==> config.mk <==
export PLATFORM = sky130hd
export DESIGN_NAME = dmem_scheduler
export DESIGN_NICKNAME = d
export VERILOG_FILES = /design/src/rtl/dmem_sched_pkg.sv /design/src/rtl/dmem_mux.sv /design/src/rtl/dmem_scheduler.sv
export SDC_FILE = /design/constraint.sdc
export NUM_CORES = 1
export LEC_CHECK = 0
export BUFFER_PORTS_ARGS = -buffer_cell sky130_fd_sc_hd__buf_2
export CAP_MARGIN = 15
export CELL_PAD_IN_SITES_DETAIL_PLACEMENT = 0
export CELL_PAD_IN_SITES_GLOBAL_PLACEMENT = 2
export CORE_UTILIZATION = 31
export CTS_CLUSTER_DIAMETER = 50
export DETAILED_ROUTE_END_ITERATION = 10
export HOLD_SLACK_MARGIN = 0.02
export PLACE_DENSITY = 0.81
export SKIP_LAST_GASP = 1
export SLEW_MARGIN = 20
export SYNTH_ARGS = -nofsm -noshare
export SYNTH_HDL_FRONTEND = slang
export SYNTH_SLANG_ARGS = --single-unit
==> constraint.sdc <==
create_clock -name clk -period 2.64 [get_ports clk]
set_input_delay 0.528 -clock clk [delete_from_list [all_inputs] [get_ports clk]]
set_output_delay 0.528 -clock clk [all_outputs]
set_load 0.01 [all_outputs]
==> src/rtl/dmem_sched_pkg.sv <==
// Shared definitions for the downsampling-system memory scheduler:
// phase encoding, processor memory op codes and a counter-width helper.
package dmem_sched_pkg;

  typedef enum logic [2:0] {
    ST_IDLE      = 3'd0,
    ST_LOAD      = 3'd1,
    ST_START     = 3'd2,
    ST_RUN       = 3'd3,
    ST_DUMP_RD   = 3'd4,
    ST_DUMP_WAIT = 3'd5,
    ST_DUMP_SEND = 3'd6,
    ST_DONE      = 3'd7
  } state_t;

  typedef enum logic [1:0] {
    MEM_IDLE = 2'b00,
    MEM_RD   = 2'b01,
    MEM_WR   = 2'b10,
    MEM_RSVD = 2'b11
  } mem_op_t;

  // Width of a counter that must hold values 0 .. limit-1 (never narrower than 1 bit).
  function automatic int cnt_width(input int limit);
    return (limit > 1) ? $clog2(limit) : 1;
  endfunction

endpackage

==> src/rtl/dmem_mux.sv <==
// Combinational data-memory port mux: hands the single memory port to the
// loader, the processor or the dumper depending on the scheduler phase.
module dmem_mux
  import dmem_sched_pkg::*;
#(
  parameter int ADDR_W = 19,
  parameter int DATA_W = 8
) (
  input  state_t              state,
  input  logic                ld_valid,
  input  logic [ADDR_W-1:0]   ld_addr,
  input  logic [DATA_W-1:0]   ld_data,
  input  logic [1:0]          proc_mem,
  input  logic [ADDR_W-1:0]   proc_addr,
  input  logic [DATA_W-1:0]   proc_wdata,
  input  logic [ADDR_W-1:0]   dump_addr,
  input  logic [DATA_W-1:0]   mem_rdata,
  output logic [ADDR_W-1:0]   mem_addr,
  output logic [DATA_W-1:0]   mem_wdata,
  output logic                mem_we,
  output logic [DATA_W-1:0]   proc_rdata
);

  always_comb begin
    // NOTE: every output gets a default before the case so no path can infer a latch.
    mem_addr   = '0;
    mem_wdata  = '0;
    mem_we     = 1'b0;
    proc_rdata = '0;
    case (state)
      ST_LOAD: begin
        if (ld_valid) begin
          mem_we    = 1'b1;
          mem_addr  = ld_addr;
          mem_wdata = ld_data;
        end
      end
      ST_RUN: begin
        mem_addr   = proc_addr;
        mem_wdata  = proc_wdata;
        mem_we     = (proc_mem == MEM_WR);
        proc_rdata = mem_rdata;
      end
      ST_DUMP_RD: mem_addr = dump_addr;
      default: ;
    endcase
  end

endmodule

==> src/rtl/dmem_scheduler.sv <==
// Top-level sequencer for the downsampling system: owns the data memory and
// walks LOAD -> START -> RUN -> DUMP -> DONE for each job.
module dmem_scheduler
  import dmem_sched_pkg::*;
#(
  parameter int ADDR_W      = 19,
  parameter int DATA_W      = 8,
  parameter int IMG_SIZE    = 65536,
  parameter int OUT_BASE    = 65536,
  parameter int OUT_SIZE    = 16384,
  parameter int RUN_TIMEOUT = 2**22
) (
  input  logic                clk,
  input  logic                RST_N,
  input  logic                sys_start,
  input  logic                ld_valid,
  input  logic [DATA_W-1:0]   ld_data,
  output logic                ld_ready,
  output logic                proc_start,
  input  logic                proc_status,
  input  logic [1:0]          proc_MEM,
  input  logic [ADDR_W-1:0]   proc_addr,
  input  logic [DATA_W-1:0]   proc_wdata,
  output logic [DATA_W-1:0]   proc_rdata,
  input  logic                tx_ready,
  output logic                tx_valid,
  output logic [DATA_W-1:0]   tx_data,
  output logic [ADDR_W-1:0]   mem_addr,
  output logic [DATA_W-1:0]   mem_wdata,
  output logic                mem_we,
  input  logic [DATA_W-1:0]   mem_rdata,
  output logic [2:0]          phase,
  output logic                done,
  output logic                error
);

  localparam int LD_W   = cnt_width(IMG_SIZE);
  localparam int DUMP_W = cnt_width(OUT_SIZE);
  localparam int RUN_W  = cnt_width(RUN_TIMEOUT);

  if ((longint'(OUT_BASE) + longint'(OUT_SIZE)) > (longint'(1) << ADDR_W)) begin : g_out_range_check
    $error("dmem_scheduler: OUT_BASE + OUT_SIZE exceeds the data-memory address space");
  end

  state_t            state;
  logic [LD_W-1:0]   ld_cnt;
  logic [DUMP_W-1:0] dump_cnt;
  logic [RUN_W-1:0]  run_cnt;
  logic [ADDR_W-1:0] dump_addr;

  assign dump_addr  = ADDR_W'(OUT_BASE) + ADDR_W'(dump_cnt);
  assign phase      = state;
  assign ld_ready   = (state == ST_LOAD);
  assign proc_start = (state == ST_START);
  assign tx_valid   = (state == ST_DUMP_SEND);
  assign done       = (state == ST_DONE);

  dmem_mux #(
    .ADDR_W (ADDR_W),
    .DATA_W (DATA_W)
  ) u_mux (
    .state      (state),
    .ld_valid   (ld_valid),
    .ld_addr    (ADDR_W'(ld_cnt)),
    .ld_data    (ld_data),
    .proc_mem   (proc_MEM),
    .proc_addr  (proc_addr),
    .proc_wdata (proc_wdata),
    .dump_addr  (dump_addr),
    .mem_rdata  (mem_rdata),
    .mem_addr   (mem_addr),
    .mem_wdata  (mem_wdata),
    .mem_we     (mem_we),
    .proc_rdata (proc_rdata)
  );

  // NOTE: the data memory lives outside this block and is never cleared by
  // reset; clearing ld_cnt is what discards a partially loaded image.
  always_ff @(posedge clk or negedge RST_N) begin
    if (!RST_N) begin
      state    <= ST_IDLE;
      ld_cnt   <= '0;
      dump_cnt <= '0;
      run_cnt  <= '0;
      error    <= 1'b0;
      tx_data  <= '0;
    end else begin
      // NOTE: non-blocking assignments keep every register update based on
      // the pre-edge values, independent of statement order.
      case (state)
        ST_IDLE, ST_DONE: begin
          if (sys_start) begin
            state    <= ST_LOAD;
            ld_cnt   <= '0;
            dump_cnt <= '0;
            run_cnt  <= '0;
            error    <= 1'b0;
          end
        end
        ST_LOAD: begin
          if (ld_valid) begin
            ld_cnt <= ld_cnt + 1'b1;
            if (ld_cnt == LD_W'(IMG_SIZE - 1)) state <= ST_START;
          end
        end
        ST_START: state <= ST_RUN;
        ST_RUN: begin
          run_cnt <= run_cnt + 1'b1;
          if (proc_status) begin
            state <= ST_DUMP_RD;
          end else if (run_cnt == RUN_W'(RUN_TIMEOUT - 1)) begin
            error <= 1'b1;
            state <= ST_DONE;
          end
        end
        ST_DUMP_RD:   state <= ST_DUMP_WAIT;
        ST_DUMP_WAIT: begin
          tx_data <= mem_rdata;
          state   <= ST_DUMP_SEND;
        end
        ST_DUMP_SEND: begin
          if (tx_ready) begin
            dump_cnt <= dump_cnt + 1'b1;
            state    <= (dump_cnt == DUMP_W'(OUT_SIZE - 1)) ? ST_DONE : ST_DUMP_RD;
          end
        end
        default: state <= ST_IDLE;
      endcase
    end
  end

endmodule

==> flow_metrics.tcl <==
set metrics [dict create \
    status "complete, but fails checks" \
    violations "design-rule violations" \
    placed_area_um2 4420 \
    wl_met2_mm 4.71 \
    grt_usage_pct 17.4 \
    hold_ws_ns 0.200 \
    io_buffer_count 102 \
    grt_overflow 0 \
    final.setup_skew_ns 0.00809 \
    fmax_ghz 0.408 \
    clock-sinks 64 \
    max_slew_margin_pct 59.1 \
    dieWidth_um 112 \
    dieHeight_um 112 \
    grt_max_degree 65 \
    drv_slew 0 \
    cp.arrival_ns 1.92 \
    grt_pass1_vias 3344 \
    ant_nets 0 \
    synth.distinct_cells 55 \
    syn_inst 405 \
    seqCellArea_um2 1600 \
    critPathMaxFanout 14 \
    p_total_mw 3.80 \
    diodes 0 \
    cts_buffer_depth 2 \
    drt_iter0_markers 246 \
    hpwl_mm 7.26 \
    setup_violations 0 \
    multi_input_area_um2 1950 \
    wl_met1_mm 4.77 \
    insertion_delay_ns 0.33 \
    leakage_nw 2.40 \
    min_period_over_period_pct 92.8 \
    ios 103 \
    cp-end-kind "output pin" \
    wl_per_cell_um 15.7 \
    drcViolationCount 8 \
    top_layer "met4" \
    synthFlopType "dfrtp_1" \
    start_kind "flip-flop" \
    final_cell_mix "102 x buf_2, 63 x dfrtp_1, 41 x nor2_1" \
    cap_viol_max_count 0 \
    fin_area_um2 4720 \
    cts_htree_levels 3 \
    hold_buffers 0 \
    synth-edff-count 0 \
    dr_wl_met3_um 659 \
    worst_pin_slew_ns 0.611 \
    wl_mm 10.3 \
    start_util_pct 32.3 \
    cts_root_buf "clkbuf_16" \
    rsz0062_at_grt "false" \
    area_growth_pct 25.9 \
    finalHoldViolations 0 \
    synth.avg_cell_area_um2 9.26 \
    gp_routability_congestion 0.783 \
    antenna_found_initial 0 \
    critPathKind "reg2out" \
    ys_seq_area_share_pct 42.7 \
    syn_nets 459 \
    core.rowCount 39 \
    fp.dieArea_um2 12500 \
    yosysWarnings 0 \
    cp.required_ns 2.11 \
    async_reset_ff_share_pct 100 \
    utilization_pct 40.6 \
    synth_area_um2 3750 \
    grt_pass1_wl_mm 17.2 \
    fill_cells 1178 \
    vias 3473 \
    irDropWorstVdd_mv 0.454 \
    path_clk_slew_ns 0.06 \
    tns_ns 0 \
    dr.pass1.iters 11 \
    reg2reg_slack_ns 0.47 \
    num-nets-final 558 \
    postCtsSetupBuffers 0 \
    ys_seq_elements 64 \
    hold_path_class "in2async" \
    drt-vias-per-instance 5.33 \
    period_needed_ns 2.45 \
    tritoncts "yes" \
    layout.cells.most_common "buf_2" \
    p_per_area_nw_per_um2 804 \
    final_layout_size_suffix_gt1_share_pct 29.5 \
    cts_made_buffers 9 \
    coreArea_um2 11600 \
]
[worst max-delay path: stages (launching register included)]
cell,delay (ns)
dfrtp_2,0.46
buf_4,0.21
and3_1,0.19
buf_4,0.18
a222oi_1,0.32
inv_1,0.08
buf_2,0.14
[state kept, by name, summed over array words and instances, names as in the netlist]
register	flops
error	1
tx_data	8
phase	3
dump_cnt	14
ld_cnt	16
run_cnt	22
[synth_stat cells (3+ instances only)]
cell	instances	share of area [%]
dfrtp_1	64	43
o31ai_1	5	1.0
xor2_1	22	5.1
mux2i_1	8	2.1
buf_2	8	1.1
a22o_1	12	2.8
nand2_1	37	3.7
a222oi_1	14	3.7
a31oi_1	7	1.2
o21ai_0	18	2.4
nand3_1	19	2.5
nor3_1	5	0.67
nand4_1	22	3.7
and3_1	11	1.8
inv_1	21	2.1
nor2_1	41	4.1
and2_1	15	2.5
ha_1	3	1.0
and4_1	5	1.2
o211ai_1	4	0.80
mux2_2	9	2.7
clkbuf_1	13	1.3
[power by group]
part	leakage (nW)	switching [mW]	total (mW)	internal, mW
Combinational	1.40	0.762	1.30	0.538
Sequential	0.862	0.170	1.31	1.14
Clock	0.141	0.456	1.19	0.730
Total	2.40	1.39	3.80	2.41
[timing repair]
| action | 4_1_cts | 5_1_grt |
|---|---|---|
| pin swaps | 0 | 1 |
| setup endpoints to repair | 15 | 1 |
| gates resized for setup | 1 | 2 |
[per-stage QoR]
stage          instances  setup slack, ns
2_1_floorplan        405            0.494
3_5_place_dp         636            0.181
5_1_grt              652           0.0106
6_report             652            0.189
4_1_cts              652            0.160
3_3_place_gp         636            0.207
[routing by layer]
layer  GRT usage (%)  vias to the layer above
met1            24.5                     1665
met3            3.32                        9
met4            5.60                        0
li1                -                     1682
met5               0                        -
met2            26.7                      117
[cells by family after synthesis]
group                      synth area share (%)
xor gates and xnor gates                   5.37
adders and majority gates                  1.00
and+or+nand+nor                            25.2
buffers and inverters                      5.37
DFF                                        42.7
AOI/OAI and AO/OA                          15.5
muxes                                      4.84
[path summary, 6_finish.rpt]
| check | start | end | cells after the start |
|---|---|---|---|
| setup reg to reg | phase[0]$_DFFE_PN0P_ | dump_cnt[7]$_DFFE_PN0P_ | 6 |
| min in group clk | mem_rdata[2] | tx_data[2]$_DFFE_PN0P_ | 2 |
| hold reg to reg | run_cnt[16]$_DFFE_PN0P_ | run_cnt[16]$_DFFE_PN0P_ | 1 |
| hold / removal | RST_N | tx_data[4]$_DFFE_PN0P_ | 2 |
| setup / recovery | phase[0]$_DFFE_PN0P_ | mem_addr[8] | 6 |
| max in group asynchronous | RST_N | dump_cnt[7]$_DFFE_PN0P_ | 2 |
[final cells by class]
cell class | count | area share (%)
multi-input combinational | 295 | 41.4
tap | 143 | 3.79
inverter | 21 | 1.67
sequential | 64 | 34.0
timing repair buffer | 113 | 12.9
clock buffer | 9 | 4.77
clock inverter | 7 | 1.54
No activity file was read; power rests on OpenSTA's default activity.
